--- src/rtl/mem_arbiter.sv ---
// Single-port memory arbiter for CPU data, instruction fetch and optional host/loader ports.
// Define MEM_ARB_HOST_PORT_EN to enable the lowest-priority host port.
module mem_arbiter #(
  parameter int ADDR_W     = 32,
  parameter int DATA_W     = 32,
  parameter int STARVE_MAX = 4
) (
  input  logic              clk,
  input  logic              rst_n,
  input  logic              d_req,
  input  logic              d_we,
  input  logic [ADDR_W-1:0] d_addr,
  input  logic [DATA_W-1:0] d_wdata,
  output logic              d_valid,
  input  logic              i_req,
  input  logic [ADDR_W-1:0] i_addr,
  output logic              i_valid,
  input  logic              h_req,
  input  logic              h_we,
  input  logic [ADDR_W-1:0] h_addr,
  input  logic [DATA_W-1:0] h_wdata,
  output logic              h_valid,
  output logic [DATA_W-1:0] rdata,
  output logic              ram_req,
  output logic              ram_we,
  output logic [ADDR_W-1:0] ram_addr,
  output logic [DATA_W-1:0] ram_wdata,
  input  logic              ram_ack,
  input  logic [DATA_W-1:0] ram_rdata,
  output logic [3:0]        starve_cnt
);

  typedef enum logic [1:0] {IDLE, BUSY, DONE} state_t;
  typedef enum logic [1:0] {OWN_D, OWN_I, OWN_H} owner_t;

  localparam logic [3:0] STARVE_LIM = 4'(STARVE_MAX);

  state_t            state_q, state_d;
  owner_t            owner_q, owner_d;
  logic              ram_req_q, ram_req_d;
  logic              ram_we_q, ram_we_d;
  logic [ADDR_W-1:0] ram_addr_q, ram_addr_d;
  logic [DATA_W-1:0] ram_wdata_q, ram_wdata_d;
  logic [DATA_W-1:0] rdata_q, rdata_d;
  logic [3:0]        starve_q, starve_d;

  logic   hostReq;
  logic   dElig, iElig, hElig;
  logic   grantValid;
  owner_t grantId;

`ifdef MEM_ARB_HOST_PORT_EN
  assign hostReq = h_req;
`else
  logic unusedHost;
  assign hostReq    = 1'b0;
  assign unusedHost = ^{h_req, h_we, h_addr, h_wdata};
`endif

  // In DONE the finishing owner's request is masked so its still-high req is not re-granted.
  always_comb begin
    dElig      = d_req   && !(state_q == DONE && owner_q == OWN_D);
    iElig      = i_req   && !(state_q == DONE && owner_q == OWN_I);
    hElig      = hostReq && !(state_q == DONE && owner_q == OWN_H);
    grantValid = 1'b0;
    grantId    = OWN_D;
    if (state_q != BUSY) begin
      if (iElig && starve_q == STARVE_LIM) begin
        grantValid = 1'b1;
        grantId    = OWN_I;
      end else if (dElig) begin
        grantValid = 1'b1;
        grantId    = OWN_D;
      end else if (iElig) begin
        grantValid = 1'b1;
        grantId    = OWN_I;
      end else if (hElig) begin
        grantValid = 1'b1;
        grantId    = OWN_H;
      end
    end
  end

  always_comb begin
    state_d     = state_q;
    owner_d     = owner_q;
    ram_req_d   = ram_req_q;
    ram_we_d    = ram_we_q;
    ram_addr_d  = ram_addr_q;
    ram_wdata_d = ram_wdata_q;
    rdata_d     = rdata_q;
    starve_d    = starve_q;
    case (state_q)
      IDLE, DONE: begin
        if (grantValid) begin
          state_d   = BUSY;
          owner_d   = grantId;
          ram_req_d = 1'b1;
          case (grantId)
            OWN_D: begin
              ram_we_d    = d_we;
              ram_addr_d  = d_addr;
              ram_wdata_d = d_wdata;
            end
            OWN_I: begin
              ram_we_d   = 1'b0;
              ram_addr_d = i_addr;
            end
`ifdef MEM_ARB_HOST_PORT_EN
            OWN_H: begin
              ram_we_d    = h_we;
              ram_addr_d  = h_addr;
              ram_wdata_d = h_wdata;
            end
`endif
            default: ;
          endcase
          if (grantId == OWN_I) begin
            starve_d = 4'd0;
          end else if (grantId == OWN_D && i_req && starve_q != STARVE_LIM) begin
            starve_d = starve_q + 4'd1;
          end
        end else begin
          state_d = IDLE;
        end
      end
      BUSY: begin
        if (ram_ack) begin
          state_d   = DONE;
          ram_req_d = 1'b0;
          if (!ram_we_q) begin
            rdata_d = ram_rdata;
          end
        end
      end
      default: state_d = IDLE;
    endcase
  end

  // Reset abandons any in-flight access immediately.
  always_ff @(posedge clk or negedge rst_n) begin
    if (!rst_n) begin
      state_q     <= IDLE;
      owner_q     <= OWN_D;
      ram_req_q   <= 1'b0;
      ram_we_q    <= 1'b0;
      ram_addr_q  <= '0;
      ram_wdata_q <= '0;
      rdata_q     <= '0;
      starve_q    <= 4'd0;
    end else begin
      state_q     <= state_d;
      owner_q     <= owner_d;
      ram_req_q   <= ram_req_d;
      ram_we_q    <= ram_we_d;
      ram_addr_q  <= ram_addr_d;
      ram_wdata_q <= ram_wdata_d;
      rdata_q     <= rdata_d;
      starve_q    <= starve_d;
    end
  end

  assign d_valid = (state_q == DONE) && (owner_q == OWN_D);
  assign i_valid = (state_q == DONE) && (owner_q == OWN_I);
`ifdef MEM_ARB_HOST_PORT_EN
  assign h_valid = (state_q == DONE) && (owner_q == OWN_H);
`else
  assign h_valid = 1'b0;
`endif

  assign ram_req    = ram_req_q;
  assign ram_we     = ram_we_q;
  assign ram_addr   = ram_addr_q;
  assign ram_wdata  = ram_wdata_q;
  assign rdata      = rdata_q;
  assign starve_cnt = starve_q;

endmodule

--- config.mk ---
export PLATFORM = sky130hd
export DESIGN_NAME = mem_arbiter
export DESIGN_NICKNAME = d
export VERILOG_FILES = /design/src/rtl/mem_arbiter.sv
export SDC_FILE = /design/constraint.sdc
export NUM_CORES = 1
export LEC_CHECK = 0
export ABC_AREA = 1
export ABC_CLOCK_PERIOD_IN_PS = 1780
export CORE_ASPECT_RATIO = 0.8
export CORE_UTILIZATION = 36
export CTS_CLUSTER_DIAMETER = 150
export DETAILED_ROUTE_END_ITERATION = 12
export PLACE_DENSITY = 0.81
export SYNTH_ARGS = -nofsm -noshare
export SYNTH_HDL_FRONTEND = slang
export SYNTH_SLANG_ARGS = --single-unit
--- constraint.sdc ---
create_clock -name clk -period 1.78 [get_ports clk]
set_input_delay 0.267 -clock clk [delete_from_list [all_inputs] [get_ports clk]]
set_output_delay 0.267 -clock clk [all_outputs]
set_load 0.02 [all_outputs]
==> reports/qor.txt, run 1 <==
Layout Cells excl Fill: 862
CP startpoint kind: flop
Commonest cells after routing, fill and taps aside: clkdlybuf4s50_1, nand2_1, dfrtp_1, nand3_1, nand4_1
Synth top area cells: dfrtp_1, nand2_1, nand4_1
Final Cycle Share: 0.951
Clock share of power: 0.147
Core area: 0.0123 mm²
Clock buffer depth: 2
Largest net degree at the start of global routing: 45
Worst-Margin Slew: 0.509 ns
H-tree lvl count: 3
All-Layer GR Usage: 0.215
Worst skew pair latency: 0.34 ns
Sw frac: 0.401
Cell Pwr Density: 1780 mW/mm²
Critical path data arrival time: 1.43 ns
Worst vdd ir: 0.000965 V
Fin nets: 888
Status: finished, final reports clean
First-pass GRT wire length: 22000 µm
Sequential power share: 0.315
Final hold vios: 0
Row Count: 36
Flops & latches, synth: 105
Setup Crit Path Kind: flop to output port
Critical path peak fanout: 5
Synthesized cell area: 0.00461 mm²
Synth top area share: 0.570
CTS tree: built
# fillers: 1010
Post-synthesis cell type count: 27
Die Wd: 128 µm
Die span in y: 103 µm
Synthesized area per cell: 10.1 µm²
Hold Path Class: input pin to async pin
Routed vias/inst: 5.05
Clock-pin slew on the worst setup and hold paths: 0.07 ns
Pint: 8.02 mW
Ant. Diodes: 0
Initial antenna violation count: 0
TNS Setup: 0 ns
Synth area leader: dfrtp_1
Combinational cell fraction of total power: 0.537
Starting Density: 0.373
Slew HR: 0.660
Post-Syn Nets: 659
I/O Buffers: 237
Area delta synth->final: 63.1%
Post-synthesis sequential area ratio: 0.570
CP endpoint kind: output port
Final setup viols: 0
Worst Skew: 0.00905 ns
RSZ-0062 raised after global routing: false
Drt initial violations: 236
P_sw: 5.37 mW
Post-Synthesis Cells: 457
Root Driver: clkbuf_16
WL per Instance: 16.5 µm
Worst r2r src: state_q[0]$_DFFE_PN0P_
Post-layout util: 0.609
Final Wtd Congestion: 0.830
Post-route minimum period: 1.69 ns
Drt total wl: 14200 µm
Via count: 4355
Yosys warnings: 0
Pleak: 3.33 nW
Worst EP required: 1.51 ns
Vias in the first global route: 4456
Commonest non-fill, non-tap cell in the layout: clkdlybuf4s50_1
# clock sinks: 105
Post-CTS Setup Bufs: 0
Max-cap viol count: 0
CTS Buf Count: 9
Drt pass-1 iters: 5
R2R depth: 8
Hpwl dp: 10300 µm
I/O pins: 305
F_max: 591 MHz
Layout cells sized above 1: 0.106
Die ar.: 0.0133 mm²
DRT antenna net count: 0
Placed cell count: 845
Crit. Startpoint: starve_cnt[0]$_DFFE_PN0P_
Fin. max-slew vios: 0
Detailed-route DRC error count: 0
Total gr overflow: 0
==> cell usage after synthesis <==
| cell type | n |
|---|---|
| a21boi_0 | 1 |
| dfrtp_1 | 105 |
| nand3_1 | 73 |
| inv_4 | 2 |
| conb_1 | 1 |
| nand2_1 | 109 |
| clkbuf_1 | 12 |
| o21ai_0 | 2 |
| buf_2 | 14 |
| and2_1 | 1 |
| xnor2_1 | 1 |
| nand3_2 | 3 |
| nor2_1 | 5 |
| nand2_2 | 3 |
| buf_6 | 6 |
| inv_2 | 1 |
| nand4_1 | 64 |
| mux2_1 | 5 |
| ha_1 | 2 |
| nand2_4 | 2 |
| inv_1 | 8 |
| xor2_1 | 1 |
| buf_1 | 1 |
| buf_4 | 4 |
| mux2_2 | 27 |
| a21oi_1 | 3 |
| nor2_2 | 1 |
==> metrics by stage <==
step	cell area [µm²]	power, mW	worst slack, ns	hold WS (ns)
floorplan	4610	7.90	0.239	-0.0286
CTS	7500	13.5	0.0695	0.456
global placement	7200	11.2	0.103	0.262
global route	7510	14.2	0.0175	0.478
finish	7510	13.4	0.0866	0.442
detailed placement	7200	11.5	0.0175	0.270
==> repair_timing <==
item                                    CTS  global route
cloned                                    0             0
hold buffers                              1             0
hold endpoints to repair                 33             0
resized for setup                         2             2
endpoints found under the setup margin    2            32
==> critical path: stages (launching register included) <==
cell             delay (ns)
dfrtp_1                0.34
buf_4                  0.14
clkdlybuf4s50_1        0.60
==> logic make-up (layout without fill, tap and decap cells) <==
family | Yosys count | after routing | share of synthesized area
compound gates | 6 | 6 | 0.00706
other cells | 1 | 1 | 0.000814
buf+inv | 48 | 282 | 0.0570
fa+ha+maj | 2 | 2 | 0.00543
flops | 105 | 105 | 0.570
mux | 32 | 32 | 0.0782
simple gates | 261 | 261 | 0.277
xor+xnor | 2 | 2 | 0.00380
==> state kept, by name (all words and copies together) (netlist names) <==
name / count
rdata: 32
ram_req: 1
state_q: 2
ram_we: 1
ram_wdata: 32
starve_cnt: 4
owner_q: 1
ram_addr: 32
==> power by group through the flow <==
stage | combinational (mW) | sequential, mW | clock, mW
6_report | 7.20 | 4.22 | 1.97
4_1_cts | 7.24 | 4.23 | 2.02
3_5_place_dp | 7.23 | 4.25 | 0
2_1_floorplan | 2.29 | 5.61 | 0
5_1_grt | 7.70 | 4.37 | 2.15
3_3_place_gp | 7.00 | 4.18 | 0
==> worst paths after layout <==
path | end | slack [ns]
max reg2reg | ram_wdata[22]$_DFFE_PN0P_ | 0.15
min reg2reg | ram_wdata[20]$_DFFE_PN0P_ | 0.47
min in group clk | ram_wdata[20]$_DFFE_PN0P_ | 0.47
max in group asynchronous | ram_wdata[18]$_DFFE_PN0P_ | 0.72
min | starve_cnt[2]$_DFFE_PN0P_ | 0.44
max | starve_cnt[0] | 0.09
==> layout make-up <==
class | count | area, µm² | share of cell area
clock buffer | 10 | 229 | 0.0305
inverter | 11 | 46.3 | 0.00616
clock inverter | 6 | 65.1 | 0.00866
timing repair buffer | 255 | 2610 | 0.347
multi-input combinational | 304 | 1720 | 0.229
tap | 171 | 214 | 0.0285
sequential | 105 | 2630 | 0.350
==> metal layers <==
metal	share of wire	vias to the layer above	GRT usage	routed length, µm
li1	-	2041	-	-
met1	0.40	2097	0.252	5630
met2	0.51	206	0.380	7200
met3	0.086	11	0.0674	1220
met4	0.010	0	0.0633	143
met5	0	-	0	0
Note: power is estimated with default switching activity, not from simulation.
==> run 2, diff against run 1 <==
ABC_CLOCK_PERIOD_IN_PS = 1800   (was 1780)
clock period = 1.8 ns   (was 1.78 ns; I/O delays follow)
==> run 2 against run 1 <==
Compared with the run above:
- sequential share of layout area hardly changed
- sequential power about the same
- global-route usage shrank 0.47 points
- highest routed layer unchanged
==> reports/qor.txt, run 2 (synthesis gave the netlist of run 1 again) <==
Status: finished, final reports clean
Fin nets: 887 (-0.11%)
First-pass GRT wire length: 21500 µm (-2.1%)
Worst vdd ir: 0.000740 V (-23%)
CTS Buf Count: 9 (unchanged)
Hold Path Class: input pin to async pin
TNS Setup: 0 ns (unchanged)
I/O pins: 305 (unchanged)
Cell Pwr Density: 1750 mW/mm² (-1.9%)
Via count: 4361 (+0.14%)
Max-cap viol count: 0 (unchanged)
WL per Instance: 16.3 µm (-1.1%)
Die span in y: 103 µm (unchanged)
Initial antenna violation count: 0 (unchanged)
Critical path data arrival time: 1.43 ns (about the same)
Drt initial violations: 171 (-28%)
Fin. max-slew vios: 0 (unchanged)
Die Wd: 128 µm (unchanged)
Worst EP required: 1.53 ns (+0.02 ns)
DRT antenna net count: 0 (unchanged)
Layout cells sized above 1: 0.106 (+0.000153)
Vias in the first global route: 4451 (-0.11%)
Row Count: 36 (unchanged)
Final hold vios: 0 (unchanged)
Starting Density: 0.373 (unchanged)
Top layer in use: met4
Met3 WL post-DR: 1190 µm (-2.8%)
Final Wtd Congestion: 0.799 (-3.7%)
H-tree lvl count: 3 (unchanged)
F_max: 587 MHz
Drt total wl: 14000 µm (-1.2%)
Clock-pin slew on the worst setup and hold paths: 0.07 ns (about the same)
CTS tree: built
Commonest non-fill, non-tap cell in the layout: clkdlybuf4s50_1
All-Layer GR Usage: 0.210 (-0.00467)
Commonest cells after routing, fill and taps aside: clkdlybuf4s50_1, nand2_1, dfrtp_1, nand3_1, nand4_1
Total gr overflow: 0 (unchanged)
Post-route minimum period: 1.70 ns
Metal2 WL: 7130 µm (-0.96%)
# clock sinks: 105 (unchanged)
I/O Buffers: 237 (unchanged)
Clock buffer depth: 2 (unchanged)
Final setup viols: 0 (unchanged)
Die ar.: 0.0133 mm² (unchanged)
Setup Crit Path Kind: flop to output port
Worst Skew: 0.00612 ns (-0.00293 ns)
Hpwl dp: 10200 µm (-1.0%)
Root Driver: clkbuf_16
Tot Pwr: 13.1 mW (-2.0%)
Area delta synth->final: 62.9%
Routed vias/inst: 5.07 (+0.25%)
Post-CTS Setup Bufs: 0 (unchanged)
Ant. Diodes: 0 (unchanged)
Detailed-route DRC error count: 0 (unchanged)
Core area: 0.0123 mm² (unchanged)
Final Cycle Share: 0.947
Pleak: 3.32 nW (-0.53%)
CP startpoint kind: flop
Worst skew pair latency: 0.34 ns (about the same)
Wl on met1: 5540 µm (-1.6%)
RSZ-0062 raised after global routing: false
CP endpoint kind: output port
Largest net degree at the start of global routing: 45 (unchanged)
Worst-Margin Slew: 0.511 ns (+0.00178 ns)
Critical path peak fanout: 5 (unchanged)
Drt pass-1 iters: 4 (-1)
Slew HR: 0.659 (-0.00118)
[run 2: worst paths after layout]
path / start / to / slack (ns) / cells past startpoint
worst max-delay path: starve_cnt[0]$_DFFE_PN0P_ / starve_cnt[0] / 0.1 / 2
worst min-delay path: rst_n / ram_wdata[21]$_DFFE_PN0P_ / 0.44 / 2
worst max register to register: state_q[0]$_DFFE_PN0P_ / ram_wdata[25]$_DFFE_PN0P_ / 0.19 / 8
worst min register to register: ram_wdata[13]$_DFFE_PN0P_ / ram_wdata[13]$_DFFE_PN0P_ / 0.47 / 2
max in group asynchronous: rst_n / ram_wdata[16]$_DFFE_PN0P_ / 0.74 / 3
min in group clk: ram_wdata[13]$_DFFE_PN0P_ / ram_wdata[13]$_DFFE_PN0P_ / 0.47 / 2
[run 2: power by group]
group | leakage [nW] | internal, mW | switching (mW)
logic | 1.91 | 3.31 | 3.73
registers | 1.28 | 3.52 | 0.666
clock network | 0.129 | 0.991 | 0.895
[run 2: routing by layer]
| metal | vias up | track usage |
|---|---|---|
| met1 | 2106 | 0.240 |
| met2 | 200 | 0.376 |
| met3 | 15 | 0.0664 |
| met4 | 0 | 0.0706 |
| met5 | - | 0 |
| li1 | 2040 | - |
[run 2: layout make-up]
cell class / count / area [µm²]
multi-input cells: 304 / 1720
inverters: 11 / 46.3
clock buffers: 10 / 239
well taps: 171 / 214
flip-flops and latches: 105 / 2630
repair buffers: 254 / 2610
fillers: 999 / 4840
clock inverters: 6 / 50.0
[run 2: critical path: stages, from the launching register on]
cell	delay [ns]
dfrtp_1	0.36
buf_4	0.14
clkdlybuf4s50_1	0.60
[run 2: what timing repair did]
| action | in CTS | in global routing |
|---|---|---|
| gates resized for setup | 2 | 3 |
| hold buffers | 1 | 0 |
| hold endpoints to repair | 33 | 0 |
| gates cloned | 0 | 0 |
| setup endpoints to repair | 2 | 29 |
[run 2: stage by stage]
step / util / hold WS (ns) / cells / cell area [µm²] / setup slack (ns)
5_1_grt: 0.608 / 0.478 / 861 / 7500 / 0.0514
3_5_place_dp: 0.583 / 0.270 / 844 / 7190 / 0.0457
2_1_floorplan: - / -0.0256 / 457 / 4610 / 0.259
6_report: 0.608 / 0.436 / 861 / 7500 / 0.0957
3_3_place_gp: 0.583 / 0.262 / 844 / 7190 / 0.123
4_1_cts: 0.607 / 0.449 / 861 / 7490 / 0.0827
==> run 3, diff against run 2 <==
RECOVER_POWER = 100   (was not set)
==> run 3 against run 2 <==
Compared with the run above:
- die area unchanged
- sequential cell count stayed put
- sequential power decreased by 1%
- non-clock buffer count unchanged
- setup slack worse by 0.00061 ns
- sequential share of layout area grew 0.20 points
- largest cell class unchanged
==> reports/qor.txt, run 3 (synthesis gave the netlist of run 1 again) <==
Met2 Use GR: 0.376 (unchanged)
Slew HR: 0.342 (-0.317)
Sw frac: 0.415 (+0.0115)
Final setup viols: 0 (unchanged)
Die ar.: 0.0133 mm² (unchanged)
Worst EP required: 1.53 ns (about the same)
Final hold vios: 0 (unchanged)
Routed vias/inst: 5.05 (-0.28%)
R2R setup slack: 0.15 ns (-0.04 ns)
Commonest cells after routing, fill and taps aside: clkdlybuf4s50_1, nand2_1, dfrtp_1, dlygate4sd3_1, nand3_1
Hold WS: 0.468 ns (+0.0322 ns)
WL per Instance: 16.2 µm (-0.58%)
Worst-path cell chain: buf_4 -> clkdlybuf4s50_1
Largest stage delay, worst path: 0.60 ns (about the same)
Core area: 0.0123 mm² (unchanged)
Tot Pwr: 12.6 mW (-4.1%)
Worst vdd ir: 0.000695 V (-6.0%)
Drt initial violations: 157 (-8.2%)
Worst Skew: 0.00590 ns (-0.000221 ns)
Drt pass-1 iters: 4 (unchanged)
# clock sinks: 105 (unchanged)
Fin. max-slew vios: 0 (unchanged)
Worst skew pair latency: 0.34 ns (about the same)
Hold_sp: ram_wdata[13]$_DFFE_PN0P_
Largest net degree at the start of global routing: 45 (unchanged)
CP endpoint kind: output port
FF-to-FF End: ram_wdata[25]$_DFFE_PN0P_
Final Wtd Congestion: 0.799 (unchanged)
CTS Buf Count: 9 (unchanged)
PnR worst setup slack: 0.0951 ns (-0.000606 ns)
Clock buffer depth: 2 (unchanged)
Die span in y: 103 µm (unchanged)
Worst-Margin Slew: 0.987 ns (+0.476 ns)
TNS Setup: 0 ns (unchanged)
Final Cycle Share: 0.947 (about the same)
Combinational cell fraction of total power: 0.521 (-0.016)
Met1 usage: 0.240 (unchanged)
Clock-pin slew on the worst setup and hold paths: 0.07 ns (about the same)
Worst r2r src: state_q[0]$_DFFE_PN0P_
Status: finished, final reports clean
Fin nets: 887 (unchanged)
F_max: 587 MHz (about the same)
Critical path peak fanout: 5 (unchanged)
CTS tree: built
I/O Buffers: 237 (unchanged)
Ant. Diodes: 0 (unchanged)
Post-route minimum period: 1.70 ns (+0.000606 ns)
Pleak: 3.39 nW (+2.1%)
WHS Endpoint: ram_wdata[13]$_DFFE_PN0P_
Hold Path Cell Cnt: 2
Pint: 7.36 mW (-6.0%)
All-Layer GR Usage: 0.210 (unchanged)
Total gr overflow: 0 (unchanged)
Root Driver: clkbuf_16
Cell Pwr Density: 1690 mW/mm² (-3.6%)
Die Wd: 128 µm (unchanged)
Commonest non-fill, non-tap cell in the layout: clkdlybuf4s50_1
DRT antenna net count: 0 (unchanged)
Row Count: 36 (unchanged)
Max-cap viol count: 0 (unchanged)
Hold Path Class: flop to flop
H-tree lvl count: 3 (unchanged)
Layout cells sized above 1: 0.103 (-0.00290)
# fillers: 1006 (+0.70%)
Crit path max-delay cell type: clkdlybuf4s50_1
Clock share of power: 0.150 (+0.006)
First-pass GRT wire length: 21500 µm (unchanged)
Detailed-route DRC error count: 0 (unchanged)
Initial antenna violation count: 0 (unchanged)
RSZ-0062 raised after global routing: false
Via count: 4349 (-0.28%)
I/O pins: 305 (unchanged)
Setup Crit Path Kind: flop to output port
Starting Density: 0.373 (unchanged)
Hpwl dp: 10200 µm (unchanged)
CP startpoint kind: flop
Critical path data arrival time: 1.43 ns (about the same)
P_sw: 5.22 mW (-1.4%)
Drt total wl: 13900 µm (-0.58%)
Busiest grt layer: met2
Pre-CTS setup slack: 0.0457 ns (unchanged)
Post-layout util: 0.605 (-0.00345)
Vias in the first global route: 4451 (unchanged)
R2R depth: 8 (unchanged)
Sequential power share: 0.328 (+0.009)
Area delta synth->final: 62.0%
Met3 Usage GRT: 0.0664 (unchanged)
==> run 3: cell count changes in the layout (fill, tap and decap cells not counted), sizes merged <==
cell           before  now
clkdlybuf4s50     234  136
clkbuf             10   14
dlygate4sd3         1   99
buf                17   13
==> run 3: timing repair <==
item,4_1_cts,5_1_grt
setup buffers,0,0
resized for setup,2,3
hold buffers,1,0
cloned,0,0
endpoints found under the hold margin,33,0
endpoints found under the setup margin,2,29
==> run 3: final cells by class <==
| type | instances | area [µm²] | area share |
|---|---|---|---|
| repair buffers | 254 | 2570 | 0.344 |
| well taps | 171 | 214 | 0.0287 |
| clock buffers | 10 | 239 | 0.0320 |
| inverters | 11 | 46.3 | 0.00620 |
| multi-input cells | 304 | 1710 | 0.230 |
| flip-flops and latches | 105 | 2630 | 0.352 |
| clock inverters | 6 | 50.0 | 0.00671 |
==> run 3: critical path: cells and delay by family (launching register included) <==
kind / cells / cell delay (ns)
buf+inv: 2 / 0.74
flops: 1 / 0.36
==> run 3: stage by stage <==
stage | area (µm²) | cells
after floorplan | 4610 | 457
after global placement | 7190 | 844
after detailed placement | 7190 | 844
after CTS | 7490 | 861
after global routing | 7460 | 861
final | 7460 | 861
==> run 3: worst max-delay path by stage <==
stage	startpoint	cells after the start	slack (ns)	to
after CTS	starve_cnt[0]$_DFFE_PN0P_	2	0.08	starve_cnt[0]
after global routing	state_q[0]$_DFFE_PN0P_	8	0.04	ram_wdata[2]$_DFFE_PN0P_
after floorplan	starve_cnt[0]$_DFFE_PN0P_	8	0.26	ram_addr[23]$_DFFE_PN0N_
after detailed placement	d_req	6	0.05	ram_addr[24]$_DFFE_PN0N_
after global placement	d_req	6	0.12	ram_addr[21]$_DFFE_PN0N_
final	starve_cnt[0]$_DFFE_PN0P_	2	0.1	starve_cnt[0]
==> run 3: layer usage <==
| metal | part of all wire | vias up |
|---|---|---|
| met5 | 0 | - |
| met4 | 0.013 | 0 |
| met3 | 0.086 | 17 |
| met2 | 0.51 | 207 |
| met1 | 0.39 | 2085 |
| li1 | - | 2040 |
==> run 3: power groups by stage <==
| stage | Clock, mW | Sequential (mW) | Combinational (mW) |
|---|---|---|---|
| 5_1_grt | 2.04 | 4.28 | 7.07 |
| 3_5_place_dp | 0 | 4.21 | 7.08 |
| 6_report | 1.89 | 4.13 | 6.56 |
| 4_1_cts | 1.95 | 4.19 | 7.09 |
| 2_1_floorplan | 0 | 5.55 | 2.26 |
| 3_3_place_gp | 0 | 4.14 | 6.90 |
